### config.mk
export PLATFORM = sky130hd
export DESIGN_NAME = sumador_serie_ctrl
export DESIGN_NICKNAME = d
export VERILOG_FILES = /design/src/rtl/sumador_pkg.sv /design/src/rtl/sumador_completo.sv /design/src/rtl/sumador_serie_ctrl.sv
export SDC_FILE = /design/constraint.sdc
export NUM_CORES = 1
export LEC_CHECK = 0
export ABC_AREA = 1
export CORE_MARGIN = 2
export CORE_UTILIZATION = 46
export CTS_CLUSTER_DIAMETER = 100
export DETAILED_ROUTE_END_ITERATION = 16
export GPL_ROUTABILITY_DRIVEN = 0
export PLACE_DENSITY = 0.74
export SYNTH_ARGS = -nofsm -noshare
export SYNTH_HDL_FRONTEND = slang
export SYNTH_HIERARCHICAL = 1
export SYNTH_SLANG_ARGS = --single-unit
### constraint.sdc
create_clock -name clk -period 1.2 [get_ports clk]
set_input_delay 0.36 -clock clk [delete_from_list [all_inputs] [get_ports clk]]
set_output_delay 0.36 -clock clk [all_outputs]
set_load 0.01 [all_outputs]
### src/rtl/sumador_pkg.sv
// Shared state encoding and sizing helpers for the bit-serial adder controller.
package sumador_pkg;

  typedef enum logic [1:0] {
    IDLE = 2'd0,
    SUMA = 2'd1,
    DONE = 2'd2
  } state_t;

  localparam int N_DEF = 8;

  // A one-bit operand still needs a one-bit counter.
  function automatic int cnt_width(input int n);
    return (n > 1) ? $clog2(n) : 1;
  endfunction

endpackage

### src/rtl/sumador_completo.sv
// Single full adder shared by the serial controller; PwrC picks the gate formulation.
module sumador_completo #(
  parameter int PwrC = 0
) (
  input  logic i_a,
  input  logic i_b,
  input  logic i_ci,
  output logic o_s,
  output logic o_co
);

  generate
    if (PwrC != 0) begin : g_prop
      // Propagate term is shared between sum and carry to cut toggling logic.
      logic w_p;
      assign w_p  = i_a ^ i_b;
      assign o_s  = w_p ^ i_ci;
      assign o_co = (w_p & i_ci) | (i_a & i_b);
    end else begin : g_maj
      assign o_s  = i_a ^ i_b ^ i_ci;
      assign o_co = (i_a & i_b) | (i_a & i_ci) | (i_b & i_ci);
    end
  endgenerate

endmodule

### src/rtl/sumador_serie_ctrl.sv
// Bit-serial N-bit adder: one shared full adder, LSB first, one bit per cycle.
// Operands accepted only in IDLE; result held in DONE until out_ready, clr aborts to IDLE.
module sumador_serie_ctrl
  import sumador_pkg::*;
#(
  parameter int N    = N_DEF,
  parameter int PwrC = 0
) (
  input  logic         clk,
  input  logic         reset_L,
  input  logic         clr,
  input  logic         in_valid,
  output logic         in_ready,
  input  logic [N-1:0] a,
  input  logic [N-1:0] b,
  input  logic         ci,
  output logic [N-1:0] s,
  output logic         co,
  output logic         out_valid,
  input  logic         out_ready,
  output logic         busy
);

  localparam int CW = cnt_width(N);

  state_t          r_state;
  state_t          w_state_nxt;
  logic [N-1:0]    r_a_sh;
  logic [N-1:0]    r_b_sh;
  logic [N-1:0]    r_s_sh;
  logic [N-1:0]    r_s;
  logic            r_co;
  logic            r_carry;
  logic [CW-1:0]   r_cnt;
  logic [N-1:0]    w_s_sh_nxt;
  logic            w_sum;
  logic            w_cout;
  logic            w_last;
  logic            w_accept;

  assign w_accept = (r_state == IDLE) && in_valid && !clr;
  assign w_last   = (r_cnt == CW'(N - 1));

  sumador_completo #(.PwrC(PwrC)) u_fa (
    .i_a  (r_a_sh[0]),
    .i_b  (r_b_sh[0]),
    .i_ci (r_carry),
    .o_s  (w_sum),
    .o_co (w_cout)
  );

  generate
    if (N == 1) begin : g_n1
      assign w_s_sh_nxt = w_sum;
    end else begin : g_nw
      assign w_s_sh_nxt = {w_sum, r_s_sh[N-1:1]};
    end
  endgenerate

  always_comb begin
    w_state_nxt = r_state;
    if (clr) begin
      w_state_nxt = IDLE;
    end else begin
      case (r_state)
        IDLE:    if (in_valid)  w_state_nxt = SUMA;
        SUMA:    if (w_last)    w_state_nxt = DONE;
        DONE:    if (out_ready) w_state_nxt = IDLE;
        default: w_state_nxt = IDLE;
      endcase
    end
  end

  always_ff @(posedge clk or negedge reset_L) begin
    if (!reset_L) begin
      r_state <= IDLE;
      r_a_sh  <= '0;
      r_b_sh  <= '0;
      r_s_sh  <= '0;
      r_s     <= '0;
      r_co    <= 1'b0;
      r_carry <= 1'b0;
      r_cnt   <= '0;
    end else begin
      r_state <= w_state_nxt;
      if (w_accept) begin
        r_a_sh  <= a;
        r_b_sh  <= b;
        r_carry <= ci;
        r_cnt   <= '0;
      end else if ((r_state == SUMA) && !clr) begin
        r_a_sh  <= r_a_sh >> 1;
        r_b_sh  <= r_b_sh >> 1;
        r_s_sh  <= w_s_sh_nxt;
        r_carry <= w_cout;
        r_cnt   <= r_cnt + 1'b1;
        // Last bit goes straight into the result register, not via the shifter.
        if (w_last) begin
          r_s  <= w_s_sh_nxt;
          r_co <= w_cout;
        end
      end
    end
  end

  // Counting the handshake cycle as the first, out_valid shows up N+1 cycles later.
  assign in_ready  = (r_state == IDLE);
  assign busy      = (r_state == SUMA);
  assign out_valid = (r_state == DONE);
  assign s         = r_s;
  assign co        = r_co;

endmodule

==> impl_results.md, run 1 <==
- Slew Limit Fails: 0
- Fmax: 678 MHz
- DP Wirelength: around 2.7 mm
- Post-route DRC violation count: 0
- Most frequent CP cell: buf_6
- Top_reg_cell synth: dfrtp_1
- Initial Utilization: between 40 and 50%
- VDD IR max: a little over 0.0007 V
- Total GRT Usage: roughly 22%
- P_leak: 1.39 nW
- Setup ws final: -0.275 ns
- Synth Instances: 206
- Vias in the first global route: around 1600
- Sequential element share of the synthesized area: a little over half
- Synth Warn #: 6
- Root buffer cell: clkbuf_8
- Placed insts: about 300
- Largest net degree at the start of global routing: 29
- Failing checks: setup timing
- TritonCTS clock tree: built
- RSZ-0062 raised after global routing: true
- Worst-case clock buffer depth: 2
- Clock latency on the worst-skew pair: approximately 0.29 ns
- DR iter-0 viols: 81
- Syn Nets: between 200 and 250
- Fin Clk Skew: ~0.0029 ns
- Number of synthesized flops with an enable pin: 0
- Final period utilization: 123%
- CP max-delay cell: dfrtp_2
- Synth async-reset ratio: 100%
- Placeable Area: 3720 um^2
- Area delta synth->final: 50.1%
- GRT Residual Overflow: 0
- # diodes: 0
- Routed vias: 1694
- Htree depth: 2
- Least-Margin Pin Slew: about 0.27 ns
- Antenna violations before repair: 0
- Critical Path AT: ~1.1 ns
- Die H: 66.7 um
- Cell area after synthesis: roughly 1800 um^2
- First-pass GRT wire length: slightly above 7 mm
- Distinct cells, synth: 18
- Crit path capture type: output pin
- Final hold viol count: 0
- Slew margin rel.: between 80 and 90%
- Outcome: complete, but fails checks
- Routed len/inst: 15.5 um
- Number of cell rows: 22
- CP peak stage delay: 0.42 ns
- Critical path class: reg2out
- Port bufs: 33
- Minimum clock period: ~1.5 ns
- Pwr dens: 1340 nW/um^2
- Max-cap viol count: 0
- Startpoint Class: flop
- Crit-path max FO: 3
- CTS Buf Count: 5
- Clk pin slew, worst setup/hold paths: around 0.070 ns
- Io pins: 34
- Fin cells: between 300 and 400
- DR vias/cell: between 5 and 6
- Total wire length: between 4 and 5 mm
- Syn avg cell area: about 8.8 um^2
- CP Cell Sequence: buf_6, nor2_4, buf_6
- Final setup fails: 40
- DRT Pass-1 Iters: 4
- Die ar.: 4440 um^2
- Worst hold margin: around 0.46 ns
- Proportion of layout cells with a drive suffix above 1: 36.9%
- Data required, critical path: 0.84 ns
- Hold WC Path Type: in2async
- Synth Register Bits: 38
- Die width: about 67 um
- CTS sink cnt: 38
- Nets@finish: 298
- Final ANT Viol Nets: 0
## layout by cell type, fill, tap and decap left out
| cell type | count |
|---|---|
| nand2_2 | 5 |
| nand3_1 | 11 |
| o21ai_1 | 5 |
| buf_2 | 11 |
| nand2_1 | 61 |
| clkinvlp_4 | 1 |
| inv_4 | 3 |
| clkinv_4 | 1 |
| clkbuf_16 | 2 |
| dlygate4sd3_1 | 1 |
| nor2_2 | 1 |
| nor2_4 | 3 |
| o21ai_0 | 3 |
| buf_6 | 9 |
| nand3_4 | 3 |
| o21ai_2 | 3 |
| buf_8 | 1 |
| buf_4 | 23 |
| clkinv_2 | 2 |
| nand4_1 | 21 |
| clkbuf_8 | 6 |
| nand2_4 | 2 |
| nand3_2 | 17 |
| inv_8 | 1 |
| ha_1 | 2 |
| inv_1 | 11 |
| fa_1 | 1 |
| clkdlybuf4s50_1 | 20 |
| dfrtp_1 | 37 |
| dfrtp_2 | 1 |
| buf_12 | 3 |
| inv_2 | 3 |
## synthesized netlist by cell type, types with 3 or more instances
master	number	area share [%]
nand2_1	68	14
clkbuf_1	3	0.62
o21ai_0	4	1.1
buf_6	6	3.7
o21ai_1	6	1.7
dfrtp_1	38	53
inv_2	4	0.83
buf_2	4	1.1
nand3_1	29	8.0
nand4_1	21	7.3
inv_1	13	2.7
## cell families (layout without fill, tap and decap cells)
family / Yosys count / count (layout) / share of synthesized area, %
simple gates: 124 / 124 / 32.6
flops: 38 / 38 / 52.6
buf+inv: 30 / 98 / 9.00
compound gates: 11 / 11 / 3.26
fa+ha+maj: 3 / 3 / 2.49
## routing by layer
layer,wire length (um),global-route usage (%),vias up
met4,79,12.0,0
li1,-,-,815
met1,1920,26.4,812
met3,255,4.05,10
met5,0,0,-
met2,2730,37.3,57
## critical path, delay by kind of cell (launching register included)
kind / cells / cell delay, ns
flops: 1 / 0.42
simple gates: 1 / 0.14
buf+inv: 2 / 0.26
## through the flow
step	total power, mW	utilization, %	instance area, um^2	TNS (ns)	setup slack [ns]
after floorplan	2.19	-	1810	-0.0325	-0.00502
after global placement	2.44	61.2	2280	-10.78	-0.398
after detailed placement	2.48	61.2	2280	-11.40	-0.378
after CTS	3.46	66.6	2480	-6.85	-0.223
after global routing	3.83	73.0	2710	-10.23	-0.331
final	3.64	73.0	2710	-8.02	-0.275
## flip-flops by register name (all words and copies together), names as in the netlist
| register | flops |
|---|---|
| r_state | 2 |
| s | 8 |
| r_b_sh | 8 |
| r_cnt | 3 |
| r_carry | 1 |
| r_s_sh | 7 |
| r_a_sh | 8 |
| co | 1 |
## report_power, final
| part | switching (mW) | internal [mW] |
|---|---|---|
| Combinational | 0.489 | 0.454 |
| Clock | 0.465 | 0.462 |
| Sequential | 0.206 | 1.56 |
| Total | 1.16 | 2.48 |
## cell type report
type / count / area [um^2]
sequential: 38 / 952
multi-input combinational: 138 / 843
tap: 48 / 60.1
clock inverter: 2 / 12.5
fill: 269 / 1000
inverter: 17 / 78.8
timing repair buffer: 70 / 664
clock buffer: 6 / 82.6
timing repair inverter: 3 / 17.5
## repair_timing
action / 4_1_cts / 5_1_grt
setup buffers: 8 / 4
pin swaps: 1 / 12
hold endpoints to repair: 10 / 0
endpoints found under the setup margin: 47 / 46
hold buffers: 1 / 0
cloned: 3 / 4
resized for setup: 66 / 40
## path summary, 6_finish.rpt
kind	start	endpoint	slack (ns)	cells past startpoint
setup / recovery	r_state[0]$_DFFE_PN0P_	in_ready	-0.27	3
hold / removal	reset_L	s[4]$_DFFE_PN0P_	0.46	2
setup reg to reg	r_state[0]$_DFFE_PN0P_	s[5]$_DFFE_PN0P_	-0.27	7
hold reg to reg	s[4]$_DFFE_PN0P_	s[4]$_DFFE_PN0P_	0.47	2
max in group asynchronous	reset_L	r_state[0]$_DFFE_PN0P_	0.30	3
min in group clk	s[4]$_DFFE_PN0P_	s[4]$_DFFE_PN0P_	0.47	2
Power figures use the tool's default switching activity.
==> inputs of run 2 (changes only) <==
--- a/config.mk
+++ b/config.mk
@@ -6,7 +6,6 @@
 export NUM_CORES = 1
 export LEC_CHECK = 0
 export ABC_AREA = 1
-export CORE_MARGIN = 2
 export CORE_UTILIZATION = 46
 export CTS_CLUSTER_DIAMETER = 100
 export DETAILED_ROUTE_END_ITERATION = 16
==> run 2 against run 1 <==
Against the previous run:
- the run still ends with setup timing left
- die area is 5.9% lower
- first-iteration DRC count is 28% higher
- clock power is 0.4% higher
- final cell count shrank 0.62%
- flip-flop and latch count unchanged
- core utilization down 5.3 points
- critical path depth is the same
- worst setup slack improved by 0.0014 ns
- largest cell class unchanged
- largest power group unchanged
- highest routed layer unchanged
==> impl_results.md, run 2 (synthesis gave the netlist of run 1 again) <==
- TritonCTS clock tree: built
- Startpoint Class: flop
- Crit path capture type: output pin
- Routed vias: between 1500 and 2000
- Routed length on met3: ~160 um
- Io pins: 34
- Worst-case clock buffer depth: 2
- Area delta synth->final: 39.1%
- Failing checks: setup timing
- Logic pwr share: 22.7%
- Fin Clk Skew: between 0.003 and 0.004 ns
- Minimum clock period: 1.47 ns
- Int Pwr: between 2 and 2.5 mW
- Outcome: complete, but fails checks
- Most frequent cells in the layout: 68 x nand2_1, 38 x dfrtp_1, 29 x nand3_1, 25 x buf_4, 21 x nand4_1
- Routed len/inst: 13.0 um
- Vias in the first global route: approximately 1500
- Clock share of power: 26.9%
- Placeable Area: roughly 3700 um^2
- CTS Buf Count: 5
- Data required, critical path: between 0.8 and 0.9 ns
- Hold WC Path Type: in2async
- Total GRT Usage: between 20% and 30%
- Fillers: ~300
- DP Wirelength: approximately 2.8 mm
- Critical Path AT: around 1.1 ns
- Die H: ~65 um
- Final period utilization: 123%
- First-pass GRT wire length: between 6 and 7 mm
- Sw Share: between 30% and 40%
- Post-route DRC violation count: 0
- Design area: 2510 um^2
- Fmax: a little under 700 MHz
- Total wire length: a little over 4 mm
- DR vias/cell: between 5 and 6
- Setup ws final: -0.273 ns
- Area post-placement: roughly 2300 um^2
- DRT Pass-1 Iters: 4
- Htree depth: 2
- Max-cap viol count: 0
- Initial Utilization: around 49%
- Die width: around 65 um
- Top Layer Used: met4
- Clock latency on the worst-skew pair: ~0.30 ns
- VDD IR max: 0.000790 V
- Slew margin rel.: 83.3%
- GRT Residual Overflow: 0
- Clk pin slew, worst setup/hold paths: around 0.080 ns
- # diodes: 0
- Crit-path max FO: 3
- Port bufs: 33
- Flop pwr share: between 50 and 60%
- DR iter-0 viols: around 100
- Number of cell rows: 22
- Least-Margin Pin Slew: approximately 0.25 ns
- Nets@finish: a little under 300
- Die ar.: 4180 um^2
- Commonest non-fill, non-tap cell in the layout: nand2_1
- Met1 wire length: around 1.8 mm
- RSZ-0062 raised after global routing: true
- CTS sink cnt: 38
- Final ANT Viol Nets: 0
- Reg area: about 950 um^2
- Psw: about 1.1 mW
- Critical path class: reg2out
- P_leak: around 1.3 nW
- Area of the multi-input gates: roughly 700 um^2
- Util after Layout: around two thirds
- Antenna violations before repair: 0
- Slew Limit Fails: 0
- Hold Buf Count CTS: 0
- Final setup fails: 41
- Final hold viol count: 0
- Largest net degree at the start of global routing: 39
- Pwr dens: between 1000 and 1500 nW/um^2
- Metal2 WL: around 2.1 mm
- Root buffer cell: clkbuf_8
- Proportion of layout cells with a drive suffix above 1: 26.1%
run 2: timing repair:
action	in CTS	in global routing
gates resized for setup	69	6
setup buffers	7	5
pin swaps	2	0
cloned	2	1
setup endpoints to repair	49	49
run 2: final timing paths:
check	to	cells after the start	slack, ns	startpoint
max	in_ready	3	-0.27	r_state[0]$_DFFE_PN0P_
min	r_s_sh[5]$_DFFE_PN0P_	2	0.03	reset_L
max reg2reg	r_carry$_DFFE_PN0P_	7	-0.24	r_state[0]$_DFFE_PN0P_
min reg2reg	s[5]$_DFFE_PN0P_	2	0.48	s[5]$_DFFE_PN0P_
max in group asynchronous	r_a_sh[1]$_DFFE_PN0P_	2	0.99	reset_L
min in group clk	s[5]$_DFFE_PN0P_	2	0.48	s[5]$_DFFE_PN0P_
run 2: layout make-up:
class                   count  area share (%)
repair buffers             69            24.1
inverters                  17            3.14
well taps                  48            2.39
flip-flops and latches     38            37.8
clock inverters             2           0.498
repair inverters            2           0.697
clock buffers               6            3.29
multi-input cells         138            28.0
run 2: layer usage:
layer,global-route usage (%),vias up
li1,-,812
met1,28.2,774
met2,35.9,39
met3,6.51,10
met4,11.9,0
met5,0,-
run 2: metrics by stage:
| step | TNS (ns) | setup WS (ns) | instances | power, mW | hold slack [ns] |
|---|---|---|---|---|---|
| final | -8.13 | -0.273 | 320 | 3.46 | 0.0292 |
| after global routing | -11.39 | -0.325 | 320 | 3.70 | 0.0338 |
| after CTS | -6.39 | -0.270 | 314 | 3.46 | 0.0305 |
| after detailed placement | -11.99 | -0.372 | 297 | 2.49 | 0.357 |
| after global placement | -10.80 | -0.409 | 297 | 2.44 | 0.343 |
| after floorplan | -0.0325 | -0.00502 | 206 | 2.19 | 0.0644 |
run 2: critical path, cell delays in order (launching register included):
cell and delay (ns):
dfrtp_1 0.39, buf_6 0.14, nor2_4 0.16, buf_6 0.12
run 2: power groups by stage:
| stage | clock network (mW) | registers, mW | logic [mW] |
|---|---|---|---|
| final | 0.931 | 1.74 | 0.786 |
| after global routing | 1.02 | 1.78 | 0.903 |
| after CTS | 0.949 | 1.74 | 0.767 |
| after detailed placement | 0 | 1.77 | 0.721 |
| after global placement | 0 | 1.75 | 0.688 |
| after floorplan | 0 | 1.72 | 0.467 |
==> inputs of run 3 (changes only) <==
--- a/config.mk
+++ b/config.mk
@@ -10,7 +10,8 @@
 export CTS_CLUSTER_DIAMETER = 100
 export DETAILED_ROUTE_END_ITERATION = 16
 export GPL_ROUTABILITY_DRIVEN = 0
-export PLACE_DENSITY = 0.74
+export GPL_TIMING_DRIVEN = 0
+export PLACE_DENSITY = 0.75
 export SYNTH_ARGS = -nofsm -noshare
 export SYNTH_HDL_FRONTEND = slang
 export SYNTH_HIERARCHICAL = 1
==> run 3 against run 2 <==
Against the previous run:
- the flow still finishes with violations (setup timing)
- combinational power increased by 18%
- hold slack gained 0.14 ns
- sequential share of layout area down 1.8 points
- clock skew grew 0.00098 ns
- worst setup slack gained 0.0033 ns
- register-to-register slack worse by 0.03 ns
- non-clock buffer count grew 1
- clock power is 4.4% lower
- first-iteration DRC count rose by 23%
- critical path type unchanged
- global-route usage decreased by 2.0 points
- largest cell class unchanged
- final cell count unchanged
- flip-flop and latch count stayed put
==> impl_results.md, run 3 (synthesis gave the netlist of run 1 again) <==
- Largest net degree at the start of global routing: 39
- Met3 usage: 5.81%
- Die width: between 60 and 70 um
- Routed vias: ~1700
- P_leak: approximately 1.3 nW
- Total GRT Usage: between 20% and 30%
- CP bufs+invs: 3
- Hold WC Path Type: in2async
- VDD IR max: around 0.00067 V
- Critical Path AT: ~1.1 ns
- RSZ-0062 raised after global routing: true
- Fillers: ~290
- Area of the multi-input gates: about 750 um^2
- TritonCTS clock tree: built
- Antenna violations before repair: 0
- Routed len/inst: around 14 um
- Nets@finish: ~300
- M2 GR Usage: between 30% and 40%
- DR iter-0 viols: around 130
- Post-route DRC violation count: 0
- Outcome: complete, but fails checks
- Number of cell rows: 22
- Clock latency on the worst-skew pair: between 0.2 and 0.3 ns
- Total wire length: between 4 and 5 mm
- Commonest non-fill, non-tap cell in the layout: nand2_1
- Worst-case clock buffer depth: 2
- Worst hold margin: roughly 0.17 ns
- Initial Utilization: a little under 50%
- Root buffer cell: clkbuf_8
- DRT Pass-1 Iters: 5
- DR vias/cell: between 5 and 6
- First-pass GRT wire length: around 6.4 mm
- Reg area: approximately 950 um^2
- Die ar.: between 4000 and 5000 um^2
- Top Family by Delay on Critical Path: flip-flops
- Placeable Area: approximately 3700 um^2
- Proportion of layout cells with a drive suffix above 1: between 20% and 30%
- Placement Setup Slack: -0.603 ns
- Most frequent CP cell: buf_6
- CTS Buf Count: 5
- Final period utilization: 122%
- Most frequent cells in the layout: 65 x nand2_1, 37 x dfrtp_1, 27 x nand3_1, 21 x nand4_1, 18 x clkdlybuf4s50_1
- Final setup fails: roughly 40
- Pwr dens: 1350 nW/um^2
- Slew margin rel.: between 40% and 50%
- Failing checks: setup timing
- Clk pin slew, worst setup/hold paths: about 0.07 ns
- CP Cell Sequence: buf_6, nor2_4, buf_6, buf_6
- Grt met1 use: between 20% and 30%
- Htree depth: 2
- Data required, critical path: between 0.8 and 0.9 ns
- Area delta synth->final: 46.3%
- Grt peak-use layer: met2
- Io pins: 34
- CP max-delay cell: dfrtp_1
- Vias in the first global route: between 1000 and 1500
- Die H: 64.7 um
- FF-to-FF setup slack: -0.27 ns
- CP peak stage delay: 0.39 ns
- Slew Limit Fails: 0
- Fmax: a little under 700 MHz
- Final hold viol count: 0
- Crit path capture type: output pin
- CTS sink cnt: 38
- Fin Clk Skew: 0.00473 ns
- Port bufs: 32
- Final ANT Viol Nets: 0
- Setup ws final: -0.270 ns
- Least-Margin Pin Slew: ~0.84 ns
- Critical path class: reg2out
- GRT Residual Overflow: 0
- Max-cap viol count: 0
- # diodes: 0
- Crit-path max FO: 4
- Startpoint Class: flop
- DP Wirelength: about 2.5 mm
- Minimum clock period: 1.47 ns
-- run 3: cell types whose count changed in the layout (fill, tap and decap cells not counted), sizes merged --
cell,before,now
clkbuf,6,12
buf,49,46
clkinv,2,1
inv,18,17
clkdlybuf4s50,20,18
dlygate4sd2,0,1
-- run 3: metrics by stage --
stage	std cells	power, mW	instance area [um^2]	setup TNS (ns)	util [%]
3_5_place_dp	286	2.44	2180	-17.23	58.8
5_1_grt	320	3.78	2640	-8.72	71.1
4_1_cts	308	3.44	2430	-5.81	65.4
2_1_floorplan	206	2.19	1810	-0.0325	-
3_3_place_gp	286	2.41	2190	-58.32	58.9
6_report	320	3.57	2640	-6.65	71.1
-- run 3: worst paths after layout --
kind | start | endpoint | depth (start not counted)
max in group asynchronous | reset_L | r_state[1]$_DFFE_PN0P_ | 1
min | reset_L | s[3]$_DFFE_PN0P_ | 1
min reg2reg | s[3]$_DFFE_PN0P_ | s[3]$_DFFE_PN0P_ | 2
min in group clk | s[3]$_DFFE_PN0P_ | s[3]$_DFFE_PN0P_ | 2
max | r_state[0]$_DFFE_PN0P_ | in_ready | 4
max reg2reg | r_state[0]$_DFFE_PN0P_ | r_b_sh[1]$_DFFE_PN0P_ | 9
-- run 3: where the power goes --
| part | switching (mW) | internal (mW) |
|---|---|---|
| clock network | 0.427 | 0.463 |
| registers | 0.183 | 1.56 |
| logic | 0.456 | 0.473 |
-- run 3: final cells by class --
class                   count  area share, %
clock buffers               7           3.27
well taps                  48           2.27
repair buffers             57           21.9
flip-flops and latches     38           36.0
inverters                  17           2.79
plain buffers              13           5.02
multi-input cells         138           28.3
repair inverters            1          0.284
clock inverters             1          0.189
-- run 3: timing repair --
| item | in CTS | in global routing |
|---|---|---|
| buffers inserted | 12 | 10 |
| pin swaps | 4 | 4 |
| hold buffers | 0 | 0 |
| endpoints found under the setup margin | 50 | 42 |
| gates resized for setup | 73 | 17 |
| gates cloned | 2 | 3 |
-- run 3: metal layers --
metal  part of all wire, %  wire (um)
met5                     0          0
met4                   2.3        105
met3                   4.6        210
met2                    51       2300
met1                    43       1930
